$ cat src/rtl/cla_seq_wide_adder.sv
// rtl/cla_seq_wide_adder.sv - multi-cycle wide adder, one CHUNK_WIDTH carry-lookahead slice per cycle
// Carry is registered between chunks so only one narrow CLA is built regardless of DATA_WIDTH.

module cla_parametric #(
  parameter int W = 32
) (
  input  logic [W-1:0] a,
  input  logic [W-1:0] b,
  input  logic         cin,
  output logic [W-1:0] sum,
  output logic         cout
);
  logic [W-1:0] w_g;
  logic [W-1:0] w_p;
  logic [W:0]   w_c;

  assign w_g = a & b;
  assign w_p = a ^ b;

  always_comb begin
    w_c    = '0;
    w_c[0] = cin;
    for (int i = 0; i < W; i++) begin
      w_c[i+1] = w_g[i] | (w_p[i] & w_c[i]);
    end
  end

  assign sum  = w_p ^ w_c[W-1:0];
  assign cout = w_c[W];
endmodule

module cla_seq_wide_adder #(
  parameter int DATA_WIDTH  = 128,
  parameter int CHUNK_WIDTH = 32
) (
  input  logic                  clk,
  input  logic                  rst,
  input  logic                  in_valid,
  output logic                  in_ready,
  input  logic [DATA_WIDTH-1:0] a,
  input  logic [DATA_WIDTH-1:0] b,
  input  logic                  cin,
  output logic                  out_valid,
  input  logic                  out_ready,
  output logic [DATA_WIDTH-1:0] sum,
  output logic                  cout,
  output logic                  busy
);
  localparam int NUM_CHUNKS = (DATA_WIDTH + CHUNK_WIDTH - 1) / CHUNK_WIDTH;
  localparam int W_LAST     = DATA_WIDTH - (NUM_CHUNKS - 1) * CHUNK_WIDTH;
  localparam int PAD_W      = NUM_CHUNKS * CHUNK_WIDTH;
  localparam int IDX_W      = (NUM_CHUNKS > 1) ? $clog2(NUM_CHUNKS) : 1;
  localparam logic [IDX_W-1:0] LAST_IDX = IDX_W'(NUM_CHUNKS - 1);

  typedef enum logic [1:0] {S_IDLE, S_ADD, S_DONE} state_t;

  state_t                  r_state;
  state_t                  w_next;
  logic [IDX_W-1:0]        r_idx;
  logic                    r_carry;
  logic [PAD_W-1:0]        r_op_a;
  logic [PAD_W-1:0]        r_op_b;
  logic [DATA_WIDTH-1:0]   r_sum;
  logic                    r_cout;

  logic                    w_accept;
  int                      w_base;
  logic [CHUNK_WIDTH-1:0]  w_chunk_a;
  logic [CHUNK_WIDTH-1:0]  w_chunk_b;
  logic [CHUNK_WIDTH-1:0]  w_add_sum;
  logic                    w_add_cout;
  logic                    w_top_cout;

  assign w_accept  = in_valid && in_ready;
  assign w_base    = int'(r_idx) * CHUNK_WIDTH;
  // Operand registers are zero-padded to a whole number of chunks, so the top slice is padded for free.
  assign w_chunk_a = r_op_a[w_base +: CHUNK_WIDTH];
  assign w_chunk_b = r_op_b[w_base +: CHUNK_WIDTH];

  cla_parametric #(.W(CHUNK_WIDTH)) u_cla (
    .a    (w_chunk_a),
    .b    (w_chunk_b),
    .cin  (r_carry),
    .sum  (w_add_sum),
    .cout (w_add_cout)
  );

  generate
    if (W_LAST < CHUNK_WIDTH) begin : g_short_top
      assign w_top_cout = w_add_sum[W_LAST];
    end else begin : g_full_top
      assign w_top_cout = w_add_cout;
    end
  endgenerate

  always_ff @(posedge clk or posedge rst) begin
    if (rst) begin
      r_state <= S_IDLE;
    end else begin
      r_state <= w_next;
    end
  end

  always_comb begin
    w_next    = r_state;
    in_ready  = 1'b0;
    out_valid = 1'b0;
    busy      = 1'b0;
    case (r_state)
      S_IDLE: begin
        in_ready = !rst;
        if (in_valid && !rst) w_next = S_ADD;
      end
      S_ADD: begin
        busy = 1'b1;
        if (r_idx == LAST_IDX) w_next = S_DONE;
      end
      S_DONE: begin
        busy      = 1'b1;
        out_valid = 1'b1;
        if (out_ready) w_next = S_IDLE;
      end
      default: w_next = S_IDLE;
    endcase
  end

  always_ff @(posedge clk or posedge rst) begin
    if (rst) begin
      r_idx   <= '0;
      r_carry <= 1'b0;
      r_op_a  <= '0;
      r_op_b  <= '0;
      r_sum   <= '0;
      r_cout  <= 1'b0;
    end else if (w_accept) begin
      r_op_a  <= PAD_W'(a);
      r_op_b  <= PAD_W'(b);
      r_carry <= cin;
      r_idx   <= '0;
    end else if (r_state == S_ADD) begin
      for (int j = 0; j < CHUNK_WIDTH; j++) begin
        if (w_base + j < DATA_WIDTH) r_sum[w_base + j] <= w_add_sum[j];
      end
      r_carry <= w_add_cout;
      if (r_idx == LAST_IDX) begin
        r_cout <= w_top_cout;
      end else begin
        r_idx <= r_idx + 1'b1;
      end
    end
  end

  assign sum  = r_sum;
  assign cout = r_cout;
endmodule
$ cat config.mk
export PLATFORM = sky130hd
export DESIGN_NAME = cla_seq_wide_adder
export DESIGN_NICKNAME = d
export VERILOG_FILES = /design/src/rtl/cla_seq_wide_adder.sv
export SDC_FILE = /design/constraint.sdc
export NUM_CORES = 1
export LEC_CHECK = 0
export ABC_CLOCK_PERIOD_IN_PS = 17220
export CORE_ASPECT_RATIO = 0.75
export CORE_MARGIN = 4
export CORE_UTILIZATION = 50
export CTS_CLUSTER_SIZE = 10
export DETAILED_ROUTE_END_ITERATION = 12
export DONT_BUFFER_PORTS = 1
export PLACE_DENSITY = 0.67
export RECOVER_POWER = 50
export REMOVE_ABC_BUFFERS = 1
export SYNTH_ARGS = -nofsm -noshare
export SYNTH_HDL_FRONTEND = slang
export SYNTH_SLANG_ARGS = --single-unit
$ cat constraint.sdc
create_clock -name clk -period 17.22 [get_ports clk]
set_input_delay 4.305 -clock clk [delete_from_list [all_inputs] [get_ports clk]]
set_output_delay 4.305 -clock clk [all_outputs]
set_load 0.1 [all_outputs]
-- Word level (Yosys, flattened, before mapping)
Index checks and enable logic that the tools add are counted.
- bits in registers: 390
- input bits: 261
- word-level logic and storage cells: 456
- output and inout bits: 132
- bitwise logic cells: 68
- equality and inequality tests: 7
- muxes and demuxes: 202
- shifts and indexed selects: 2
- order comparisons: 96
- reduce and logical (&&, ||, !) cells: 42
- add/sub/neg operators: 32
- operators by type and width (kind ; count):
    two-way mux 128 bit ; 94
    bitwise mux 128 bit ; 32
    less-than comparator 32 x 9 -> 1 bit (second input constant) ; 31
    indexed part select 128 x 8 -> 32 bit ; 2
    >= comparator 8 x 1 -> 1 bit (second input constant) ; 31
    less-than comparator 8 bit (second input constant) ; 31
    demux 1 bit (select 7 bit) ; 31
    adder 7 x 5 -> 8 bit (second input constant) ; 16
    adder 7 x 4 -> 8 bit (second input constant) ; 8
    XOR 32 bit ; 2
    two-way mux 1 bit ; 37
    logical AND 1 bit ; 34
    adder 7 x 3 -> 8 bit (second input constant) ; 4
    AND 1 bit ; 32
    AND 32 bit ; 1
    bitwise OR 1 bit ; 32
    adder 7 x 2 -> 8 bit (second input constant) ; 2
    less-than comparator 7 x 8 -> 1 bit (second input constant) ; 2
    two-way mux 2 bit ; 6
    adder 7 x 1 -> 8 bit (second input constant) ; 1
    inequality test 2 bit (second input constant) ; 4
    >= comparator 7 x 1 -> 1 bit (second input constant) ; 1
    one-hot mux 2 bit (3 select lines) ; 1
    AND reduction 3 bit ; 2
    10 further kinds ; 12

-- Longest topological paths before layout
- depth after elaboration: 191
- mapped depth: 38

-- Hierarchy
From an unflattened synthesis, not the netlist that was laid out.
- cells, all modules: 1511
- area total of the unflattened synthesis: 17066.4 um^2
- by module, submodules not included (module ; cells each ; instances ; area an instance (um^2)):
    cla_seq_wide_adder ; 1469 ; 1 ; 16388.2
    cla_parametric ; 42 ; 1 ; 678.2

-- Worst setup path before layout
OpenSTA, ideal clock, no wires.
- path kind: flip-flop to flip-flop
- start: reg r_idx[0]
- end: reg r_sum[127] (netlist: sum[127])
- library setup time: 0.126 ns
- data required time: 17.094 ns
- arrival time: 14.094 ns
- buffers on the path: 2
- setup slack: 3.000 ns
- clock period less this slack: 14.220 ns
- cell stages (with the launch flop): 36
- path through: dfrtp_1 > buf_6 > buf_6 > mux4_2 > fa_1 > fa_1 > fa_1 > fa_1 > fa_1 > fa_1 > fa_1 > fa_1 > fa_1 > fa_1 > fa_1 > fa_1 > fa_1 > fa_1 > fa_1 > fa_1 > fa_1 > fa_1 > fa_1 > fa_1 > fa_1 > fa_1 > fa_1 > fa_1 > fa_1 > fa_1 > fa_1 > fa_1 > fa_1 > fa_1 > fa_1 > mux2_2
- cells in the longest elaborated chain, start to end: 129
- elaborated cells between the ends (all ways): 411
- classes of those cells: add/sub: 31; order compare: 94; shift: 2; mux: 188; bitwise: 65; reduce/logical: 31
- ends and longest elaborated chain (element ; line ; source):
    start, declared ; 59 ; logic [IDX_W-1:0] r_idx;
    start signal, assigned ; 148 ; r_idx <= r_idx + 1'b1;
    branches (longest 128 deep; another with adder 7 x 1 -> 8 bit) ; - ;
    two-way mux 128 bit * ; 142 ; if (w_base + j < DATA_WIDTH) r_sum[w_base + j] <= w_add_sum[j];
    end signal, assigned by index ; 142 ;
    end, declared ; 63 ; logic [DATA_WIDTH-1:0] r_sum;
Mark *: on every way between the ends. The select of a mux whose other input is x is not followed.
A chain may end at the register's enable or synchronous reset.

-- Worst setup path in the final report
- start: reg r_idx[0]
- end: reg r_carry
- cells in the longest elaborated chain, start to end: 68
- elaborated cells between the ends (all ways): 70
- classes of those cells: shift: 2; mux: 2; bitwise: 66
- ends and longest elaborated chain (element ; line ; source):
    indexed part select 128 x 8 -> 32 bit, on equally long branches ; 77, 78 ;
    XOR 32 bit ; 18 ; assign w_p = a ^ b;
    AND 1 bit ; 24 ; w_c[i+1] = w_g[i] | (w_p[i] & w_c[i]);
    bitwise OR 1 bit ; 24 ;
    AND 1 bit ; 24 ;
    bitwise OR 1 bit ; 24 ;
    AND 1 bit ; 24 ;
    bitwise OR 1 bit ; 24 ;
    [53 not listed] ; - ;
    bitwise OR 1 bit ; 24 ;
    AND 1 bit ; 24 ;
    bitwise OR 1 bit ; 24 ;
    AND 1 bit ; 24 ;
    bitwise OR 1 bit * ; 24 ;
    net u_cla.cout ; 11 ; output logic cout
    two-way mux 1 bit * ; 140 ; end else if (r_state == S_ADD) begin
    two-way mux 1 bit * ; 135 ; end else if (w_accept) begin
    end signal, assigned ; 138 ; r_carry <= cin;
    end signal, assigned ; 144 ; r_carry <= w_add_cout;
    end, declared ; 60 ; logic r_carry;
The timed path passes the listed nets; every way through them passes the cells marked *. The select of a mux whose other input is x is not followed.

==> PnR_summary.wiki <==
{| class="wikitable"
! Metric !! Value
|-
| Count of filler cells inserted in the layout || about 2900
|-
| Mean instance size in the synthesized netlist || around 11 um^2
|-
| Root Buffer Master || clkbuf_16
|-
| Synthesis-stage register bit count || between 300 and 400
|-
| Die Span X || ~220 um
|-
| Number of nets with antenna violations after routing || 0
|-
| WS Path Type || flop to flop
|-
| Initial Utilization || between 50% and 60%
|-
| Max FO, Critical Path || 32
|-
| Final TNS setup || 0 ps
|-
| Maximum buffer depth of the clock tree || 3
|-
| Most instantiated flip-flop cell in the synthesis netlist || dfrtp_1
|-
| Layout Area Growth over Synthesis || 7.29%
|-
| Cell types occupying the most area after synthesis || dfrtp_1, nand2_1, mux4_2
|-
| Async set-or-reset flop fraction in the synthesized netlist || 100%
|-
| Cell type with the largest total area after synthesis || dfrtp_1
|-
| Top achievable clock speed || 64.6 MHz
|-
| Post-placement cell count || about 1900
|-
| Wire length after detailed routing || about 43 mm
|-
| Number of antenna violations at the first check in global routing || 3
|-
| Top-count cell post-synth || nand2_1
|-
| Placer congestion estimate || between 0.8 and 0.9
|-
| Worst slew pin tran || roughly 5100 ps
|-
| Vias per Instance || 5.52
|-
| Share of final-layout standard cells stronger than drive strength 1 || ~17%
|-
| Final cycle utilization of the critical path || 89.8%
|-
| CP max stage cell || clkbuf_1
|-
| DPL Wire Length || ~30 mm
|-
| Cells after synthesis || 1509
|-
| Row cnt || 58
|-
| CP Data Arrival Time || 15810 ps
|-
| Max incr delay on CP || between 1500 and 2000 ps
|-
| Post-layout nets || roughly 1800
|-
| Maximum capacitance violations || 9
|-
| EDFF count, synth || 0
|-
| CTS tree || yes
|-
| Max Transition Viols Final || 551
|-
| Number of unique standard cell types used by synthesis || 25
|-
| Proportion of synthesized chip area in sequential cells || a little under three fifths
|-
| Wire length of the first global-routing pass || about 67 mm
|-
| Drc violations || 0
|-
| Count of placed standard cells in the final layout, fillers left out || just under 2000
|-
| Later-pin clock latency in the skew report || 530 ps
|-
| Portion of synthesized cell area occupied by the leading cell type || 57.3%
|-
| Violated checks || capacitance limit, slew limit
|-
| Drt pass-1 iters || 5
|-
| CP Data Required Time || 17560 ps
|-
| Pin count of the biggest net entering global routing || around 110
|-
| Mapped Area || approximately 17000 um^2
|-
| Via count || between 10000 and 15000
|-
| Vertical die dimension || 168 um
|-
| Area taken by flip-flops and latches || between 9000 and 10000 um^2
|-
| CTS resizes || 0
|-
| Clock slew at reported path FFs || about 60 ps
|-
| Setup fix buffers added after clock tree synthesis || 0
|-
| Share of the core filled with cells in the final layout || a little over half
|-
| Min Tclk post-route || roughly 15000 ps
|-
| Type of the most critical hold path || flop to flop
|-
| Final clock skew || between 9 and 10 ps
|-
| Hold-fix buffer count after cts || 0
|-
| Worst path most repeated cell || fa_1
|-
| Final hold violation count || 0
|-
| GRT overflow || 0
|-
| Number of buffers inserted by port buffering || 0
|-
| Cts bufs inserted || between 40 and 50
|-
| Unrepaired setup endpoints after global routing || false
|-
| Leading post-synthesis cells by instance count || nand2_1, dfrtp_1, mux2_2
|-
| Normalized max-slew margin || -243%
|-
| Routed len/inst || around 22 um
|-
| CTS sink cnt || ~400
|-
| Run status || finished, violations left
|-
| Core area || 33500 um^2
|-
| Number of levels in the clock H-tree || 2
|-
| DRT iter0 DRCs || 897
|-
| Area of the multi-input gates || roughly 6600 um^2
|-
| Die footprint || around 37000 um^2
|-
| Total routing usage reported by global routing || between 20% and 30%
|-
| Final count of negative-setup-slack endpoints || 0
|-
| Kind of end point of the critical path || flop
|-
| Worst setup SP type || flop
|-
| # IOs || slightly below 400
|-
| Number of global-route vias before repair || around 11000
|-
| Count of yosys warnings during synthesis || 0
|}
state kept, by name (all words and copies together), names as in the netlist:
signal	cells
r_carry	1
r_op_a	128
r_op_b	128
cout	1
r_idx	2
r_state	2
sum	128
area by class of cell:
type	instances	share of cell area [%]
clock inverters	2	0.0548
clock buffers	49	6.30
diodes	2	0.0274
flip-flops and latches	390	53.5
repair buffers	17	0.534
multi-input cells	1026	36.3
well taps	450	3.08
inverters	9	0.192
final timing paths:
path                                  from          to  slack [ps]  cells past startpoint
min in group asynchronous              rst     sum[12]        5220                      1
worst max register to register    r_idx[0]     r_carry        1750                     31
worst max-delay path              r_idx[0]     r_carry        1750                     31
worst min register to register  r_op_a[83]  r_op_a[83]         470                      2
max in group asynchronous              rst   r_op_a[4]        6680                      3
worst min-delay path            r_op_a[83]  r_op_a[83]         470                      2
kinds of logic (layout without fill, tap and decap cells):
group,Yosys count,after routing,synth area share [%]
fa+ha+maj,39,39,4.28
compound gates,7,7,0.279
flops,390,390,57.3
other cells,0,2,0
mux,192,192,16.9
simple gates,787,787,17.5
xor+xnor,1,1,0.0514
buf+inv,93,77,3.67
per-layer routing:
metal	share of wire, %	up-vias	GRT usage, %
met2	46	362	34.9
met3	8.2	63	7.63
met5	0.051	-	0
met1	44	5491	33.2
met4	1.8	4	5.51
li1	-	4807	-
cell usage in the layout (no fill, tap or decap), types with 2 or more instances in the layout:
cell,netlist,layout
clkbuf_16,0,45
mux2_2,126,126
ha_1,7,7
mux2i_1,2,2
o21ai_0,5,5
nor2_1,3,3
dfrtp_4,0,2
mux4_2,64,64
nand2_1,776,776
clkbuf_1,2,11
dfrtp_1,390,388
buf_4,6,9
inv_1,9,8
fa_1,32,32
diode_2,0,2
clkinv_2,0,2
worst max-delay path: cells and delay by family, from the launching register on:
family / cells / cell delay (ps)
compound gates: 1 / 80
mux: 2 / 880
fa+ha+maj: 26 / 11330
flops: 1 / 530
buf+inv: 2 / 2410
per-stage QoR:
step | hold WS [ps] | setup WS [ps] | area [um^2]
3_3_place_gp | 453 | 1900 | 17200
5_1_grt | 485 | 913 | 18300
4_1_cts | 472 | 1710 | 18300
2_1_floorplan | 440 | 721 | 16400
6_report | 469 | 1750 | 18300
3_5_place_dp | 458 | 1750 | 17200
Power is left out: the tool's default activity adds up to more than one toggle a clock period on the data nets, which glitch-free logic cannot reach.
